===== src/rtl/tmr_pkg.sv =====
// rtl/tmr_pkg.sv - shared flag indices, flag vector type and sticky-flag state encoding
package tmr_pkg;

    localparam int TMR_NFLG    = 3;
    localparam int TMR_FLG_OVF = 0;
    localparam int TMR_FLG_UDF = 1;
    localparam int TMR_FLG_CMP = 2;

    // One bit per flag, indexed by TMR_FLG_*; also used by the register block
    typedef logic [TMR_NFLG-1:0] tmr_flg_t;

    typedef enum logic {
        FLG_IDLE = 1'b0,
        FLG_SET  = 1'b1
    } tmr_flg_state_e;

endpackage


===== src/rtl/tmr_event_detect_if.sv =====
// rtl/tmr_event_detect_if.sv - counter/flag signal bundle between timer counter, detector and register block
// Signals:
//   cnt_en, cnt_down, cnt_load, cnt_value, cmp_value  counter state into the detector
//   flag_clr, irq_en                                  status-register clear strobes and interrupt enables
//   tmr_ovf, tmr_udf, tmr_cmp, tmr_irq                sticky flags and combined interrupt out of the detector
// Modports: master = counter/register side, slave = detector.
interface tmr_event_detect_if
    import tmr_pkg::*;
#(
    parameter int CNT_WIDTH = 8
);
    logic                 cnt_en;
    logic                 cnt_down;
    logic                 cnt_load;
    logic [CNT_WIDTH-1:0] cnt_value;
    logic [CNT_WIDTH-1:0] cmp_value;
    tmr_flg_t             flag_clr;
    tmr_flg_t             irq_en;
    logic                 tmr_ovf;
    logic                 tmr_udf;
    logic                 tmr_cmp;
    logic                 tmr_irq;

    modport master (
        output cnt_en, cnt_down, cnt_load, cnt_value, cmp_value, flag_clr, irq_en,
        input  tmr_ovf, tmr_udf, tmr_cmp, tmr_irq
    );

    modport slave (
        input  cnt_en, cnt_down, cnt_load, cnt_value, cmp_value, flag_clr, irq_en,
        output tmr_ovf, tmr_udf, tmr_cmp, tmr_irq
    );

endinterface


===== src/rtl/tmr_flag_sticky.sv =====
// rtl/tmr_flag_sticky.sv - one sticky status flag, set wins over clear
// Ports:
//   clk_i    clock
//   rst_n_i  asynchronous active-low reset
//   set_i    event strobe
//   clr_i    clear strobe
//   flag_o   registered flag
module tmr_flag_sticky
    import tmr_pkg::*;
(
    input  logic clk_i,
    input  logic rst_n_i,
    input  logic set_i,
    input  logic clr_i,
    output logic flag_o
);

    tmr_flg_state_e state_q, state_d;

    always_ff @(posedge clk_i or negedge rst_n_i) begin
        if (!rst_n_i) begin
            state_q <= FLG_IDLE;
        end else begin
            state_q <= state_d;
        end
    end

    always_comb begin
        state_d = state_q;
        case (state_q)
            FLG_IDLE: if (set_i) state_d = FLG_SET;
            // A new event arriving with the clear keeps the flag up so it is not lost
            FLG_SET:  if (clr_i && !set_i) state_d = FLG_IDLE;
            default:  state_d = FLG_IDLE;
        endcase
    end

    assign flag_o = (state_q == FLG_SET);

endmodule


===== src/rtl/tmr_event_detect.sv =====
// rtl/tmr_event_detect.sv - timer overflow/underflow/compare-match detector with sticky flags and interrupt
// Ports:
//   PCLK     clock
//   PRESETn  asynchronous active-low reset
//   bus      tmr_event_detect_if.slave: counter state, clear strobes, irq enables in; flags and irq out
// Build option: TMR_CMP_EN builds the compare-match logic; otherwise tmr_cmp is 0 and
// cmp_value, flag_clr[2], irq_en[2] are ignored.
module tmr_event_detect
    import tmr_pkg::*;
#(
    parameter int CNT_WIDTH = 8
)(
    input  logic              PCLK,
    input  logic              PRESETn,
    tmr_event_detect_if.slave bus
);

    localparam logic [CNT_WIDTH-1:0] CNT_MAX  = '1;
    localparam logic [CNT_WIDTH-1:0] CNT_ZERO = '0;

    logic [CNT_WIDTH-1:0] prev_q, prev_d;
    logic                 prev_vld_q, prev_vld_d;
    logic                 qual;
    tmr_flg_t             evt;
    tmr_flg_t             clr_eff;
    tmr_flg_t             irq_en_eff;
    tmr_flg_t             flags;

    // prev keeps tracking even while the timer is stopped so re-enable cannot see a stale wrap
    always_comb begin
        prev_d     = bus.cnt_value;
        prev_vld_d = 1'b1;
    end

    always_ff @(posedge PCLK or negedge PRESETn) begin
        if (!PRESETn) begin
            prev_q     <= '0;
            prev_vld_q <= 1'b0;
        end else begin
            prev_q     <= prev_d;
            prev_vld_q <= prev_vld_d;
        end
    end

    assign qual = prev_vld_q && bus.cnt_en && !bus.cnt_load;

    always_comb begin
        evt        = '0;
        clr_eff    = bus.flag_clr;
        irq_en_eff = bus.irq_en;
        // Only a true wrap counts; a direct jump such as MAX -> 5 does not
        evt[TMR_FLG_OVF] = qual && !bus.cnt_down && (prev_q == CNT_MAX) && (bus.cnt_value == CNT_ZERO);
        evt[TMR_FLG_UDF] = qual &&  bus.cnt_down && (prev_q == CNT_ZERO) && (bus.cnt_value == CNT_MAX);
`ifdef TMR_CMP_EN
        // Entry-only match: a counter parked on the compare value fires once
        evt[TMR_FLG_CMP] = qual && (bus.cnt_value == bus.cmp_value) && (prev_q != bus.cmp_value);
`else
        clr_eff[TMR_FLG_CMP]    = 1'b0;
        irq_en_eff[TMR_FLG_CMP] = 1'b0;
`endif
    end

`ifndef TMR_CMP_EN
    logic unused_cmp;
    assign unused_cmp = ^{bus.cmp_value, bus.flag_clr[TMR_FLG_CMP], bus.irq_en[TMR_FLG_CMP]};
`endif

    for (genvar i = 0; i < TMR_NFLG; i++) begin : g_flag
        tmr_flag_sticky u_flag (
            .clk_i   (PCLK),
            .rst_n_i (PRESETn),
            .set_i   (evt[i]),
            .clr_i   (clr_eff[i]),
            .flag_o  (flags[i])
        );
    end

    assign bus.tmr_ovf = flags[TMR_FLG_OVF];
    assign bus.tmr_udf = flags[TMR_FLG_UDF];
`ifdef TMR_CMP_EN
    assign bus.tmr_cmp = flags[TMR_FLG_CMP];
`else
    assign bus.tmr_cmp = 1'b0;
`endif
    assign bus.tmr_irq = |(flags & irq_en_eff);

endmodule


===== src/flat_wrapper.sv =====
// flat-port wrapper written by rule: the top's interface ports become plain ports
module tmr_event_detect_flat import tmr_pkg::*;
#(
    parameter int CNT_WIDTH = 8
)
  (PCLK, PRESETn, bus_cnt_en, bus_cnt_down, bus_cnt_load, bus_cnt_value, bus_cmp_value, bus_flag_clr, bus_irq_en, bus_tmr_ovf, bus_tmr_udf, bus_tmr_cmp, bus_tmr_irq);
  tmr_event_detect_if #(.CNT_WIDTH(CNT_WIDTH)) bus_i ();
  input  logic PCLK;
  input  logic PRESETn;
  input wire logic [$bits(bus_i.cnt_en)-1:0] bus_cnt_en;
  input wire logic [$bits(bus_i.cnt_down)-1:0] bus_cnt_down;
  input wire logic [$bits(bus_i.cnt_load)-1:0] bus_cnt_load;
  input wire logic [$bits(bus_i.cnt_value)-1:0] bus_cnt_value;
  input wire logic [$bits(bus_i.cmp_value)-1:0] bus_cmp_value;
  input wire logic [$bits(bus_i.flag_clr)-1:0] bus_flag_clr;
  input wire logic [$bits(bus_i.irq_en)-1:0] bus_irq_en;
  output wire logic [$bits(bus_i.tmr_ovf)-1:0] bus_tmr_ovf;
  output wire logic [$bits(bus_i.tmr_udf)-1:0] bus_tmr_udf;
  output wire logic [$bits(bus_i.tmr_cmp)-1:0] bus_tmr_cmp;
  output wire logic [$bits(bus_i.tmr_irq)-1:0] bus_tmr_irq;
  assign bus_i.cnt_en = bus_cnt_en;
  assign bus_i.cnt_down = bus_cnt_down;
  assign bus_i.cnt_load = bus_cnt_load;
  assign bus_i.cnt_value = bus_cnt_value;
  assign bus_i.cmp_value = bus_cmp_value;
  assign bus_i.flag_clr = bus_flag_clr;
  assign bus_i.irq_en = bus_irq_en;
  assign bus_tmr_ovf = bus_i.tmr_ovf;
  assign bus_tmr_udf = bus_i.tmr_udf;
  assign bus_tmr_cmp = bus_i.tmr_cmp;
  assign bus_tmr_irq = bus_i.tmr_irq;
  tmr_event_detect #(.CNT_WIDTH(CNT_WIDTH)) u_core (.PCLK(PCLK), .PRESETn(PRESETn), .bus(bus_i));
endmodule

===== config.mk =====
export PLATFORM = sky130hd
export DESIGN_NAME = tmr_event_detect_flat
export DESIGN_NICKNAME = d
export VERILOG_FILES = /design/src/rtl/tmr_pkg.sv /design/src/rtl/tmr_event_detect_if.sv /design/src/rtl/tmr_flag_sticky.sv /design/src/rtl/tmr_event_detect.sv /design/src/flat_wrapper.sv
export SDC_FILE = /design/constraint.sdc
export NUM_CORES = 1
export LEC_CHECK = 0
export CELL_PAD_IN_SITES_DETAIL_PLACEMENT = 0
export CELL_PAD_IN_SITES_GLOBAL_PLACEMENT = 2
export CORE_MARGIN = 3
export CORE_UTILIZATION = 18
export DETAILED_ROUTE_END_ITERATION = 12
export PLACE_DENSITY_LB_ADDON = 0.05
export SYNTH_ARGS = -nofsm -noshare
export SYNTH_HDL_FRONTEND = slang
export SYNTH_SLANG_ARGS = --single-unit
export TNS_END_PERCENT = 5

===== constraint.sdc =====
create_clock -name PCLK -period 1.63 [get_ports PCLK]
set_input_delay 0.163 -clock PCLK [delete_from_list [all_inputs] [get_ports PCLK]]
set_output_delay 0.163 -clock PCLK [all_outputs]
set_load 0.02 [all_outputs]

==> results.toml, run 1 <==
[global_routing]
grt_pass1_vias = 371
grt_max_degree = 12
antenna_found_initial = 0
grt_usage_pct = 7.577
grt_first_pass_wirelength_um = 1497
gr-total-overflow = 0

[power]
finalPower_uw = 533.5
irDropWorstVdd_uv = 322.3
p_leak_uw = 0.0002898
pwr_density_cell_nw_per_um2 = 797.0

[cts]
clk-insertion-delay-late_ns = 0.27
cts_setup_buffers = 0
ctsResizeCount = 0
clock-root-buffer = "clkbuf_4"
numCtsBuffers = 3
cts_max_level = 1
clock_sinks = 11
hold_buffers = 0
cts_tree = "yes"
cts_max_path_buffers = 2
clk_pin_slew_ns = 0.08

[die]
die_area_sq_um = 2920
die_h_um = 54.04
io_pins = 31
core_area_sq_um = 2062
rows = 16
die_w_um = 54.04
initial_core_util_pct = 20.15

[yosys]
netlist_area_sq_um = 415.4
synthesis.yosys.warnings = 0
ys_async_sr_fraction_pct = 100.0
synth_area_leader_cell = "dfrtp_1"
yosysMostFrequentCell = "dfrtp_1"
yosysTopAreaCellShare_pct = 66.27
ys_seq_area_share_pct = 66.27
synth_nets = 59
synth_area_leaders = "dfrtp_1 (66%), nand4_1 (3.0%), nor4_1 (3.0%), a32o_2 (2.7%), a32o_1 (2.4%)"
synth-main-ff-cell = "dfrtp_1"
synthCells = 32
netlist-cell-type-count = 17
synth_area_per_cell_sq_um = 12.98
synth-seq-cells = 11
synth_edf_count = 0

[timing]
rsz0062_at_grt = "no"
timing.final.crit_period_ns = 1.496
setup_viol = 0
fin_skew_ns = 0.007765
report.final.slew_viol_count = 0
hold_violations = 0
period_share_pct = 91.77
fmax_mhz = 668.5
setup_ws_ns = 0.1342

[route]
wl_met2_um = 435
routed_wl_um = 936
num_vias = 339
top_layer = "met4"
dr.pass1.iters = 3
route.met3.wl_um = 123
drc = 0
via_per_inst = 4.134
final_antenna_net_count = 0
wl_met1_um = 366
wire_per_inst_um = 11.41
drtIter0Drc = 7

[job]
maxCapViolCount = 0

[setup_path]
path_cells = "or4b_1, nor4_1, a32o_2"
slowest_stage = "or4b_1"
critPathKind = "register to register"
arrival_ns = 1.70
required_ns = 1.83
slowest_delay_ns = 0.52
critPathLaunchType = "register"
end_kind = "register"
cp_max_fo = 2

[place]
place_ws_ns = -0.02058
dpl-instance-area_sq_um = 639.4
port_buffers = 19
gp_congestion = 0.6636
hpwlAfterDp_um = 761.1

[layout]
drive_gt1_share_pct = 10.91
regArea_sq_um = 275.3
area_growth_pct = 61.14
final_nets = 83
multi_input_area_sq_um = 125.1
num_antenna_cells = 0
fin_area_sq_um = 669.4
nFillCells = 223
fin_util_pct = 32.46

[outcome]
status = "finished clean"

[min_path]
hold_path.class = "input port to asynchronous set/reset pin"
==> placed cells by master (no fill, tap or decap) <==
cell type / synthesis / layout
a22o_1: 1 / 1
a32o_1: 1 / 1
a32o_2: 1 / 1
buf_4: 1 / 1
clkbuf_4: 0 / 3
clkdlybuf4s50_1: 0 / 18
clkinv_2: 0 / 1
conb_1: 2 / 2
dfrtp_1: 11 / 11
dlymetal6s2s_1: 0 / 1
inv_1: 2 / 2
nand3_1: 1 / 1
nand3b_1: 1 / 1
nand4_1: 2 / 2
nand4b_1: 1 / 1
nor2_1: 2 / 2
nor3b_1: 1 / 1
nor4_1: 2 / 2
nor4b_1: 1 / 1
or4_1: 1 / 1
or4b_1: 1 / 1
==> report_power, final <==
| group | switching (uW) | internal [uW] | total (uW) |
|---|---|---|---|
| Sequential | 4.98 | 284 | 289 |
| Combinational | 20.2 | 39.8 | 60.0 |
| Clock | 93.8 | 90.7 | 185 |
==> path summary, 6_finish.rpt <==
check                                                 end  cells after the start                            from  slack, ns
max                        u_core.g_flag[1].u_flag.flag_o                      3                u_core.prev_q[0]       0.13
min                                      u_core.prev_q[1]                      1                         PRESETn       0.21
max reg2reg                u_core.g_flag[1].u_flag.flag_o                      3                u_core.prev_q[0]       0.13
min reg2reg                u_core.g_flag[1].u_flag.flag_o                      1  u_core.g_flag[1].u_flag.flag_o       0.52
max in group asynchronous                u_core.prev_q[7]                      1                         PRESETn       1.09
min in group PCLK                        u_core.prev_q[3]                      1                bus_cnt_value[3]       0.38
==> registers in the layout, indices dropped and copies added (netlist names) <==
name and count:
u_core.g_flag.u_flag.flag_o 2, u_core.prev_q 8, u_core.prev_vld_q 1
==> cell families (layout without fill, tap and decap cells) <==
| family | after synthesis | in the layout | synth area share, % |
|---|---|---|---|
| flops | 11 | 11 | 66.26 |
| simple gates | 13 | 13 | 21.09 |
| buf+inv | 3 | 26 | 3.616 |
| compound gates | 3 | 3 | 7.229 |
| other cells | 2 | 2 | 1.808 |
==> metal layers <==
metal	GRT usage [%]	up-vias
met2	11.49	16
met1	8.054	158
met3	4.155	2
met5	0	-
li1	-	163
met4	4.979	0
==> worst max-delay path, delay by kind of cell (launching register included) <==
| family | cells | cell delay, ns |
|---|---|---|
| flops | 1 | 0.38 |
| simple gates | 2 | 0.83 |
| compound gates | 1 | 0.22 |
==> through the flow <==
| stage | TNS [ns] | std cells | hold WS, ns |
|---|---|---|---|
| floorplan | 0 | 32 | -0.1326 |
| global placement | -0.06302 | 78 | 0.5019 |
| detailed placement | -0.02058 | 78 | 0.5136 |
| CTS | 0 | 82 | 0.2318 |
| global route | 0 | 82 | 0.2565 |
| finish | 0 | 82 | 0.2121 |
==> cell type report <==
type | instances | share of cell area (%)
Timing Repair Buffer | 20 | 29.91
Inverter | 2 | 1.121
Multi-Input combinational cell | 18 | 18.69
Sequential cell | 11 | 41.12
Tap cell | 27 | 5.047
Clock buffer | 3 | 3.364
Clock inverter | 1 | 0.7477
Power figures use the tool's default switching activity.
==> inputs of run 2 (changes only) <==
--- a/config.mk
+++ b/config.mk
@@ -11,6 +11,7 @@
 export CORE_UTILIZATION = 18
 export DETAILED_ROUTE_END_ITERATION = 12
 export PLACE_DENSITY_LB_ADDON = 0.05
+export SKIP_CTS_REPAIR_TIMING = 1
 export SYNTH_ARGS = -nofsm -noshare
 export SYNTH_HDL_FRONTEND = slang
 export SYNTH_SLANG_ARGS = --single-unit
==> results of run 2 <==
Same layout as run 1: the final DEF is identical, and so are final timing and power.
==> inputs of run 3 (changes only) <==
--- a/config.mk
+++ b/config.mk
@@ -7,7 +7,6 @@
 export LEC_CHECK = 0
 export CELL_PAD_IN_SITES_DETAIL_PLACEMENT = 0
 export CELL_PAD_IN_SITES_GLOBAL_PLACEMENT = 2
-export CORE_MARGIN = 3
 export CORE_UTILIZATION = 18
 export DETAILED_ROUTE_END_ITERATION = 12
 export PLACE_DENSITY_LB_ADDON = 0.05
==> run 3 against run 2 <==
- sequential share of layout area up 0.62 points
- combinational power down 3%
- die area down 14%
- maximum frequency down 4.1%
- highest routed layer unchanged
==> results.toml, run 3 (synthesized netlist as in run 1, its figures left out) <==
[die]
die_h_um = 50.04
rows = 17
initial_core_util_pct = 18.96
core_area_sq_um = 2191
io_pins = 31
die_area_sq_um = 2504
die_w_um = 50.04

[route]
num_vias = 329
wire_per_inst_um = 11.29
dr.pass1.iters = 1
drtIter0Drc = 0
routed_wl_um = 926
via_per_inst = 4.012
final_antenna_net_count = 0
drc = 0

[timing]
period_share_pct = 95.74
worst-slew-pin-transition_ns = 0.4979
fmax_mhz = 640.8
timing.final.crit_period_ns = 1.561
setup_viol = 0
relSlewSlack_pct = 66.70
hold_violations = 0
rsz0062_at_grt = "no"
report.final.slew_viol_count = 0
setup_ws_ns = 0.06946
fin_skew_ns = 0.001317

[setup_path]
required_ns = 1.47
end_kind = "output port"
cp_max_fo = 3
critPathKind = "register to output port"
regToRegSetupSlack_ns = 0.15
arrival_ns = 1.40
critPathLaunchType = "register"

[cts]
numCtsBuffers = 3
clk_pin_slew_ns = 0.07
clk-insertion-delay-late_ns = 0.26
clock-root-buffer = "clkbuf_4"
clock_sinks = 11
cts_max_path_buffers = 2
cts_max_level = 1
cts_tree = "yes"

[layout]
nFillCells = 228
regArea_sq_um = 275.3
area_growth_pct = 58.73
fin_util_pct = 30.10
mostFrequentLayoutCells = "clkdlybuf4s50_1 (19), dfrtp_1 (11), clkbuf_4 (3)"
final_common_cell = "clkdlybuf4s50_1"
drive_gt1_share_pct = 7.407
top_register = "u_core.prev_q"
num_antenna_cells = 0
largest_register_ffs = 8
multi_input_area_sq_um = 125.1
final_nets = 82

[power]
p_int_uw = 416.9
irDropWorstVdd_uv = 439.8
p_leak_uw = 0.0002635
finalPower_uw = 529.0
swShare_pct = 21.20
comb_power_share_pct = 11.0
p_clk_share_pct = 34.3
seq_power_share_pct = 54.7
switchingPower_uw = 112.2
pwr_density_cell_nw_per_um2 = 802.3

[global_routing]
antenna_found_initial = 0
grt_max_degree = 12
grt_first_pass_wirelength_um = 1607
gr-total-overflow = 0
grt_pass1_vias = 372
grt_usage_pct = 9.138

[place]
place_ws_ns = -0.09110
hpwlAfterDp_um = 757.2
port_buffers = 19
gp_congestion = 0.6450

[min_path]
hold_path.class = "input port to asynchronous set/reset pin"

[job]
maxCapViolCount = 0

[outcome]
status = "finished clean"
-- run 3: changes by cell type in the layout (fill, tap and decap cells not counted) --
cell / delta
clkdlybuf4s50_1: +1
dlymetal6s2s_1: -1
clkbuf_1: +1
clkinv_2: -1
buf_4: -1
-- run 3: path summary, 6_finish.rpt --
kind                       cells after the start                             end                            from
max                                            2                     bus_tmr_irq  u_core.g_flag[0].u_flag.flag_o
min                                            1  u_core.g_flag[0].u_flag.flag_o                         PRESETn
max reg2reg                                    3  u_core.g_flag[1].u_flag.flag_o                u_core.prev_q[0]
min reg2reg                                    1  u_core.g_flag[0].u_flag.flag_o  u_core.g_flag[0].u_flag.flag_o
max in group asynchronous                      1               u_core.prev_vld_q                         PRESETn
min in group PCLK                              1                u_core.prev_q[0]                bus_cnt_value[0]
-- run 3: stage by stage --
step / std cells / area, sq um / TNS [ns] / hold WS [ns]
finish: 82 / 659.4 / 0 / 0.2355
global route: 82 / 659.4 / 0 / 0.2701
CTS: 82 / 659.4 / 0 / 0.2538
detailed placement: 78 / 633.1 / -0.09110 / 0.5215
global placement: 78 / 633.1 / -0.06887 / 0.5077
floorplan: 32 / 415.4 / 0 / -0.1326
-- run 3: power groups by stage --
| stage | registers (uW) | clock network [uW] | logic, uW |
|---|---|---|---|
| after detailed placement | 295 | 0 | 59.2 |
| after floorplan | 293 | 0 | 11.2 |
| after global placement | 294 | 0 | 57.9 |
| after CTS | 289 | 190 | 59.6 |
| after global routing | 291 | 212 | 64.1 |
| final | 289 | 181 | 58.3 |
-- run 3: layer usage --
layer	wire (um)	global-route usage, %	share of wire (%)	up-vias
met5	0	0	0	-
met3	63	3.704	6.8	2
li1	-	-	-	163
met2	462	13.11	50	11
met4	12	7.143	1.3	0
met1	387	10.61	42	153
-- run 3: critical path, cell delays in order (launching register included) --
cell and delay, ns:
dfrtp_1 0.40, a22o_1 0.21, clkdlybuf4s50_1 0.53
-- run 3: cell type report --
class / instances / share of cell area [%]
clock buffers: 4 / 3.985
multi-input cells: 18 / 18.98
flip-flops and latches: 11 / 41.75
inverters: 2 / 1.139
repair buffers: 19 / 28.84
well taps: 28 / 5.313
